## config.mk

```make
export PLATFORM = sky130hd
export DESIGN_NAME = sdm_dac_bank
export DESIGN_NICKNAME = d
export VERILOG_FILES = /design/src/rtl/sdm_dac_bank.sv
export SDC_FILE = /design/constraint.sdc
export NUM_CORES = 1
export LEC_CHECK = 0
export ABC_AREA = 1
export CORE_AREA = 2 2 169 171
export CTS_CLUSTER_DIAMETER = 40
export DETAILED_ROUTE_END_ITERATION = 6
export DIE_AREA = 0 0 171 173
export HOLD_SLACK_MARGIN = 0.08
export PLACE_DENSITY_LB_ADDON = 0.05
export SYNTH_ARGS = -nofsm -noshare
export SYNTH_HDL_FRONTEND = slang
export SYNTH_SLANG_ARGS = --single-unit
```

## constraint.sdc

```tcl
create_clock -name clk32 -period 5.3 [get_ports clk32]
set_input_delay 0.795 -clock clk32 [delete_from_list [all_inputs] [get_ports clk32]]
set_output_delay 0.795 -clock clk32 [all_outputs]
set_load 0.01 [all_outputs]
```

## src/rtl/sdm_dac_bank.sv

```systemverilog
// Multi-channel first-order sigma-delta DAC bank. Each channel's output is gated by a volume PWM.
// Channel volume ramps toward its target so that volume changes and soft mute do not cause zipper noise.

module sdm_dac_lane #(
  parameter int SW      = 8,
  parameter int VW      = 6,
  parameter int RAMP_EN = 1
) (
  input  logic          clk32,
  input  logic          rst_n,
  input  logic          smp_we,
  input  logic          vol_we,
  input  logic [SW-1:0] smp_in,
  input  logic [VW-1:0] vol_in,
  input  logic          mute,
  input  logic          ramp_tick,
  input  logic [VW-1:0] vol_cnt,
  input  logic          mid,
  output logic          dac_out,
  output logic          ramp_busy
);

  logic [SW-1:0] sample, acc;
  logic [SW:0]   sum;
  logic [VW-1:0] vol_tgt, vol_cur, eff;
  logic          carry, gate, gate_d;

  assign eff       = mute ? '0 : vol_tgt;
  assign ramp_busy = (vol_cur != eff);
  assign sum       = {1'b0, acc} + {1'b0, sample};

  always_ff @(posedge clk32 or negedge rst_n) begin
    if (!rst_n) begin
      sample  <= {1'b1, {(SW-1){1'b0}}};
      vol_tgt <= '0;
      vol_cur <= '0;
      acc     <= '0;
      carry   <= 1'b0;
      gate    <= 1'b0;
      gate_d  <= 1'b0;
    end else begin
      if (smp_we) sample  <= smp_in;
      if (vol_we) vol_tgt <= vol_in;
      // Ramp mode steps one LSB per prescaler wrap, so a retarget simply reverses direction
      if (RAMP_EN == 0)
        vol_cur <= eff;
      else if (ramp_tick && ramp_busy)
        vol_cur <= (vol_cur < eff) ? vol_cur + 1'b1 : vol_cur - 1'b1;
      gate <= (vol_cnt < vol_cur) || (&vol_cur);
      if (gate) {carry, acc} <= sum;
      else      carry        <= 1'b0;
      gate_d <= gate;
    end
  end

  // Gated-off channels idle at midscale (clk/2 square) instead of a DC rail
  assign dac_out = gate_d ? carry : mid;

endmodule

module sdm_dac_bank #(
  parameter int CHANNELS = 4,
  parameter int SW       = 8,
  parameter int VW       = 6,
  parameter int VOL_STEP = 31,
  parameter int RAMP_DIV = 4,
  parameter int RAMP_EN  = 1,
  localparam int CW      = (CHANNELS > 1) ? $clog2(CHANNELS) : 1,
  localparam int DW      = (SW > VW) ? SW : VW
) (
  input  logic                clk32,
  input  logic                rst_n,
  input  logic                wr_stb,
  input  logic [CW-1:0]       wr_chan,
  input  logic                wr_sel,
  input  logic                wr_fmt,
  input  logic [DW-1:0]       wr_data,
  input  logic                mute,
  output logic [CHANNELS-1:0] dac_out,
  output logic [CHANNELS-1:0] ramp_busy
);

  localparam int PW                = (RAMP_DIV > 1) ? $clog2(RAMP_DIV) : 1;
  localparam logic [PW-1:0] PMAX   = PW'(RAMP_DIV - 1);
  localparam logic [VW-1:0] VSTEP  = VW'(VOL_STEP);

  typedef struct packed {
    logic [SW-1:0] smp;
    logic [VW-1:0] vol;
  } wr_req_t;

  wr_req_t             req;
  logic [CHANNELS-1:0] smp_we, vol_we;
  logic [PW-1:0]       prescaler;
  logic [VW-1:0]       vol_cnt;
  logic                mid, ramp_tick;

  // Two's complement becomes offset binary by flipping the sign bit
  assign req.smp   = wr_fmt ? {~wr_data[SW-1], wr_data[SW-2:0]} : wr_data[SW-1:0];
  assign req.vol   = wr_data[VW-1:0];
  assign ramp_tick = (prescaler == PMAX);

  always_ff @(posedge clk32 or negedge rst_n) begin
    if (!rst_n) begin
      prescaler <= '0;
      vol_cnt   <= '0;
      mid       <= 1'b0;
    end else begin
      prescaler <= ramp_tick ? '0 : prescaler + 1'b1;
      vol_cnt   <= vol_cnt + VSTEP;
      mid       <= ~mid;
    end
  end

  for (genvar c = 0; c < CHANNELS; c++) begin : g_lane
    // Out-of-range channel numbers match no lane and are dropped
    assign smp_we[c] = wr_stb && !wr_sel && (wr_chan == CW'(c));
    assign vol_we[c] = wr_stb &&  wr_sel && (wr_chan == CW'(c));

    sdm_dac_lane #(.SW(SW), .VW(VW), .RAMP_EN(RAMP_EN)) u_lane (
      .clk32     (clk32),
      .rst_n     (rst_n),
      .smp_we    (smp_we[c]),
      .vol_we    (vol_we[c]),
      .smp_in    (req.smp),
      .vol_in    (req.vol),
      .mute      (mute),
      .ramp_tick (ramp_tick),
      .vol_cnt   (vol_cnt),
      .mid       (mid),
      .dac_out   (dac_out[c]),
      .ramp_busy (ramp_busy[c])
    );
  end

endmodule

```

==> flow_metrics.env <==
export IMPL_critPathCaptureType="output pin"
export IMPL_slew_violations=0
export IMPL_core_mm2=0.0276
export IMPL_r2r_setup_slack_ns=2.87
export IMPL_placementRows=61
export IMPL_io_buffers=23
export IMPL_cts_resized=0
export IMPL_clockRootBuffer="clkbuf_16"
export IMPL_crit_path_start_kind="input pin"
export IMPL_drtIter0Drc=301
export IMPL_hpwlAfterDp_um=14400
export IMPL_hold_path_class="input pin to async pin"
export IMPL_drive_above_1_share_pct=6.93
export IMPL_avgSynthCellArea_um2=8.30
export IMPL_r2r_end="g_lane[3].u_lane.vol_cur[5]"
export IMPL_gp_congestion=0.783
export IMPL_clock_path_buffers=2
export IMPL_cts_inserted_buffers=17
export IMPL_hold_buffers=0
export IMPL_min_period_over_period_pct=73.8
export IMPL_cpMostUsedCell="nand2_1"
export IMPL_path_delay_family="buffers and inverters"
export IMPL_clk_pin_slew_ns=0.07
export IMPL_slew_headroom_pct=55.3
export IMPL_critPathKind="input pin to output pin"
export IMPL_wl_um=19600
export IMPL_ioPinCount=24
export IMPL_outcome="finished clean"
export IMPL_regToRegStartpoint="g_lane[3].u_lane.vol_cur[3]"
export IMPL_tns_ns=0
export IMPL_num_vias=6139
export IMPL_viasPerCell=4.38
export IMPL_cp_depth=8
export IMPL_final_antenna_net_count=0
export IMPL_ys_seq_area_share_pct=40.6
export IMPL_yosys_warnings=0
export IMPL_arrival_ns=3.12
export IMPL_area_growth_pct=13.9
export IMPL_syn_cell_area_mm2=0.00821
export IMPL_critPathLaunch="mute"
export IMPL_h_tree_depth=4
export IMPL_drcViolationCount=0
export IMPL_required_ns=4.51
export IMPL_fillers=2949
export IMPL_insertion_delay_ns=0.43
export IMPL_rr_worst_depth=13
export IMPL_clock_sinks=133
export IMPL_max_cap_viol_count=0
export IMPL_grt_pass1_wl_um=33000
export IMPL_diodes=0
export IMPL_crit_slowest_cell="inv_1"
export IMPL_synth_cells=989
export IMPL_critPathBufInv=3
export IMPL_setup_violations=0
export IMPL_syn_nets=1107
export IMPL_fin_skew_ns=0.00968
export IMPL_ys_types=34
export IMPL_overflow=0
export IMPL_die_w_um=171
export IMPL_cts_tree="yes"
export IMPL_p_leak_uw=0.00461
export IMPL_rsz0062_at_grt="no"
export IMPL_worst_slew_pin_slew_ns=0.670
export IMPL_cp_max_fo=20
export IMPL_holdWs_ns=0.328
export IMPL_antenna_found_initial=0
export IMPL_worst_path_largest_cell_delay_ns=0.54
export IMPL_die_area_mm2=0.0296
export IMPL_clock_fmax_ghz=0.256
export IMPL_path_cells="clkdlybuf4s50_1 -> inv_1 -> nand2_1 -> ha_1 -> nand2_1 -> nor2_1 -> nand2_1 -> clkdlybuf4s50_1"
export IMPL_grtUsageTotal_pct=14.4
export IMPL_layout_min_cycle_time_ns=3.91
export IMPL_hold_viol_final=0
export IMPL_final_cell_mix="nand2_1, dfrtp_1, inv_1"
export IMPL_layout_commonest_cell="nand2_1"
export IMPL_wire_per_inst_um=14.0
export IMPL_dr_pass1_iters=5
export IMPL_fin_nets=1129
export IMPL_synth_seq_cells=133
export IMPL_setup_worst_path_end="ramp_busy[2]"
export IMPL_grt_start_max_net_pins=55
export IMPL_die_h_um=173
export IMPL_cts_setup_buffers=0
export IMPL_initial_core_util_pct=29.7
export IMPL_irDropWorstVdd_mv=0.365
export IMPL_p_per_area_mw_per_mm2=619
export IMPL_grt_pass1_vias=6110
area by class of cell:
type / instances / area (µm²) / share of cell area (%)
timing repair buffer: 25 / 246 / 2.64
clock buffer: 17 / 425 / 4.55
multi-input combinational: 726 / 4330 / 46.3
inverter: 108 / 405 / 4.34
tap: 378 / 473 / 5.06
sequential: 133 / 3330 / 35.7
clock inverter: 15 / 136 / 1.46
registers in the layout, indices dropped and copies added, names as in the netlist:
signal                 cells
g_lane.u_lane.acc         32
g_lane.u_lane.gate         4
vol_cnt                    6
mid                        1
g_lane.u_lane.carry        4
g_lane.u_lane.sample      32
g_lane.u_lane.vol_cur     24
prescaler                  2
g_lane.u_lane.gate_d       4
g_lane.u_lane.vol_tgt     24
worst min-delay path by stage:
stage / end / slack, ns / cells after the start / from
5_1_grt: g_lane[3].u_lane.acc[4] / 0.35 / 1 / rst_n
3_5_place_dp: prescaler[0] / 0.44 / 1 / prescaler[0]
4_1_cts: g_lane[3].u_lane.acc[4] / 0.34 / 1 / rst_n
3_3_place_gp: prescaler[0] / 0.44 / 1 / prescaler[0]
2_1_floorplan: prescaler[0] / 0.40 / 1 / prescaler[0]
6_report: g_lane[3].u_lane.acc[4] / 0.33 / 1 / rst_n
worst reg2reg max path: stages (launching register included):
cell and delay [ns]:
dfrtp_1 0.46, ha_1 0.34, nand2_1 0.08, nor2_1 0.05, nand2_1 0.09, nand3_1 0.25
ha_1 0.46, nand2_1 0.11, nor3_1 0.17, nor2_1 0.07, nand2_1 0.08, nand3_1 0.07
nand2_1 0.06, nand2_1 0.04
where the power goes:
group	internal [µW]	switching, µW
logic	1260	1670
clock network	619	534
registers	1370	331
total	3250	2530
logic make-up (layout without fill, tap and decap cells):
logic type	Yosys count	in the layout	share of synthesized area, %
compound gates	163	163	11.1
xor+xnor	29	29	3.09
fa+ha+maj	102	102	16.3
buf+inv	130	165	6.69
flops	133	133	40.6
mux	3	3	0.411
simple gates	429	429	21.8
through the flow:
step	instances	power, µW	util [%]	cell area, µm²	worst slack, ns
after floorplan	989	4020	-	8210	2.43
after global placement	1370	4720	31.8	8790	1.35
after detailed placement	1370	4690	31.8	8790	1.31
after CTS	1402	5890	33.8	9350	1.31
after global routing	1402	6480	33.8	9350	1.15
final	1402	5780	33.8	9350	1.39
cells in the mapped netlist:
master | n | area share, %
nor2_2 | 1 | 0.076
o21a_1 | 4 | 0.37
nand2_1 | 303 | 14
nand3_1 | 40 | 2.4
nor2_4 | 2 | 0.27
a21oi_1 | 48 | 2.9
fa_1 | 8 | 2.0
o21bai_1 | 4 | 0.37
nand2_2 | 6 | 0.46
nand3b_1 | 12 | 1.1
nand2_4 | 1 | 0.14
xnor2_1 | 23 | 2.5
mux2_2 | 3 | 0.41
nand4_1 | 12 | 0.91
buf_6 | 3 | 0.41
o21ai_0 | 74 | 4.5
buf_2 | 4 | 0.24
buf_4 | 9 | 0.82
or2_2 | 4 | 0.30
o31ai_1 | 4 | 0.37
o21ai_2 | 10 | 1.1
nor3_1 | 5 | 0.30
dfrtp_1 | 129 | 39
nor2_1 | 43 | 2.0
dfstp_2 | 4 | 1.3
inv_2 | 5 | 0.23
inv_1 | 103 | 4.7
o211ai_1 | 4 | 0.37
a31oi_1 | 8 | 0.61
a21boi_0 | 4 | 0.37
o21ai_1 | 3 | 0.18
ha_1 | 94 | 14
xor2_1 | 6 | 0.64
clkbuf_1 | 6 | 0.27
layer usage:
| layer | share of wire (%) | vias up | wire (µm) | GRT usage, % |
|---|---|---|---|---|
| met3 | 2.4 | 15 | 473 | 2.77 |
| met2 | 47 | 58 | 9260 | 23.6 |
| met5 | 0 | - | 0 | 0 |
| li1 | - | 3279 | - | - |
| met1 | 49 | 2787 | 9640 | 19.2 |
| met4 | 1.4 | 0 | 278 | 3.95 |
(Power assumes the default switching activity.)
==> variant, RTL diff (config.mk and constraints unchanged) <==
Add an input register stage for `wr_stb`, with the module's reset; this delays it by one clock. The other inputs are not delayed to match.
--- a/src/rtl/sdm_dac_bank.sv
+++ b/src/rtl/sdm_dac_bank.sv
@@ -90,4 +90,14 @@
   } wr_req_t;
 
+  logic wr_stb_q;
+
+  always_ff @(posedge clk32 or negedge rst_n) begin
+    if (!rst_n) begin
+      wr_stb_q <= '0;
+    end else begin
+      wr_stb_q <= wr_stb;
+    end
+  end
+
   wr_req_t             req;
   logic [CHANNELS-1:0] smp_we, vol_we;
@@ -115,6 +125,6 @@
   for (genvar c = 0; c < CHANNELS; c++) begin : g_lane
     // Out-of-range channel numbers match no lane and are dropped
-    assign smp_we[c] = wr_stb && !wr_sel && (wr_chan == CW'(c));
-    assign vol_we[c] = wr_stb &&  wr_sel && (wr_chan == CW'(c));
+    assign smp_we[c] = wr_stb_q && !wr_sel && (wr_chan == CW'(c));
+    assign vol_we[c] = wr_stb_q &&  wr_sel && (wr_chan == CW'(c));
 
     sdm_dac_lane #(.SW(SW), .VW(VW), .RAMP_EN(RAMP_EN)) u_lane (
Formal check against the unedited RTL: not equivalent (Yosys sat finds a counterexample within 4 cycles, from zero or initial values and one cycle with rst_n low).
==> variant against the original RTL <==
- cell area rose by 1.4%
- largest power group unchanged
- routed wire length shrank 0.25%
- power increased by 3.4%
- sequential cell count rose by 1
- worst setup slack worse by 0.0070 ns
- area after synthesis increased by 0.30%
- largest cell class unchanged
- worst hold slack lost 0.029 ns
==> variant: results (changes against the original RTL) <==
metric,value,unit,change
status,"finished, final reports clean",,
worst vdd ir,0.340,mV,-7.0%
r2r setup slk,2.79,ns,-0.08 ns
WL final,19.6,mm,-0.25%
post-synthesis sequential area ratio,40.8,%,+0.18 points
Clock buf/inv share,7.00,%,+0.99 points
R2R cell count,16,,+3
Compound-Gate Fraction of Synth Area,11.1,%,-0.034 points
final cell count without fillers,1403,,+0.071%
sequential logic power,1710,uW,
Pre-antenna DRT Iters,6,,+1
GR Util All Layers,14.3,%,-0.049 points
Synth area leaders,"dfrtp_1 (39%), ha_1 (14%), nand2_1 (14%)",,
via count,6171,,+0.52%
Clk. pwr,1350,uW,+17%
Final Skew,0.0109,ns,+0.00123 ns
CLK BUF,18,,+1
clk sinks,134,,+0.75%
routed length on met3,333,um,-30%
mux cell area share after synthesis,0.410,%,-0.0012 points
cell count after synthesis,990,,+0.10%
largest net degree at the start of global routing,49,,-11%
placer's final routability congestion estimate,0.752,,-3.9%
FF-to-FF End,g_lane[0].u_lane.vol_cur[5],,
M1 WL,9.85,mm,+2.2%
share of cells above drive strength 1,7.02,%,+0.091 points
fill count,2940,,-0.31%
most frequent cells after synthesis,"nand2_1 (303), dfrtp_1 (130), inv_1 (102), ha_1 (94), o21ai_0 (74)",,
HPWL Detailed,14.4,mm,-0.17%
Setup crit end,ramp_busy[3],,
Seq. cell area,3360,um2,+0.75%
Final Net Count,1130,,+0.089%
net switching power,2490,uW,-1.7%
Layout non-clock buf frac,2.60,%,-0.035 points
initial DRC count,239,,-21%
## variant: changes by cell type after synthesis
cell     change
dfrtp_1      +1
inv_1        -1
inv_2        +1
## variant: through the flow
| step | hold slack [ns] | setup WS [ns] | util, % |
|---|---|---|---|
| CTS | 0.313 | 1.32 | 34.3 |
| detailed placement | 0.431 | 1.30 | 31.9 |
| floorplan | 0.403 | 2.43 | - |
| global placement | 0.431 | 1.26 | 31.9 |
| global route | 0.332 | 1.10 | 34.3 |
| finish | 0.299 | 1.38 | 34.3 |
## variant: cell families (layout without fill, tap and decap cells)
kind of cell	after synthesis	count (layout)
simple gates	429	429
flops	134	134
compound gates	163	163
buf+inv	130	165
fa+ha+maj	102	102
mux	3	3
xor+xnor	29	29
## variant: critical path, stage by stage
cell             delay (ns)
clkdlybuf4s50_1        0.49
inv_1                  0.51
nand2_1                0.17
ha_1                   0.32
nand2_1                0.06
nor2_1                 0.15
nand2_1                0.12
clkdlybuf4s50_1        0.49
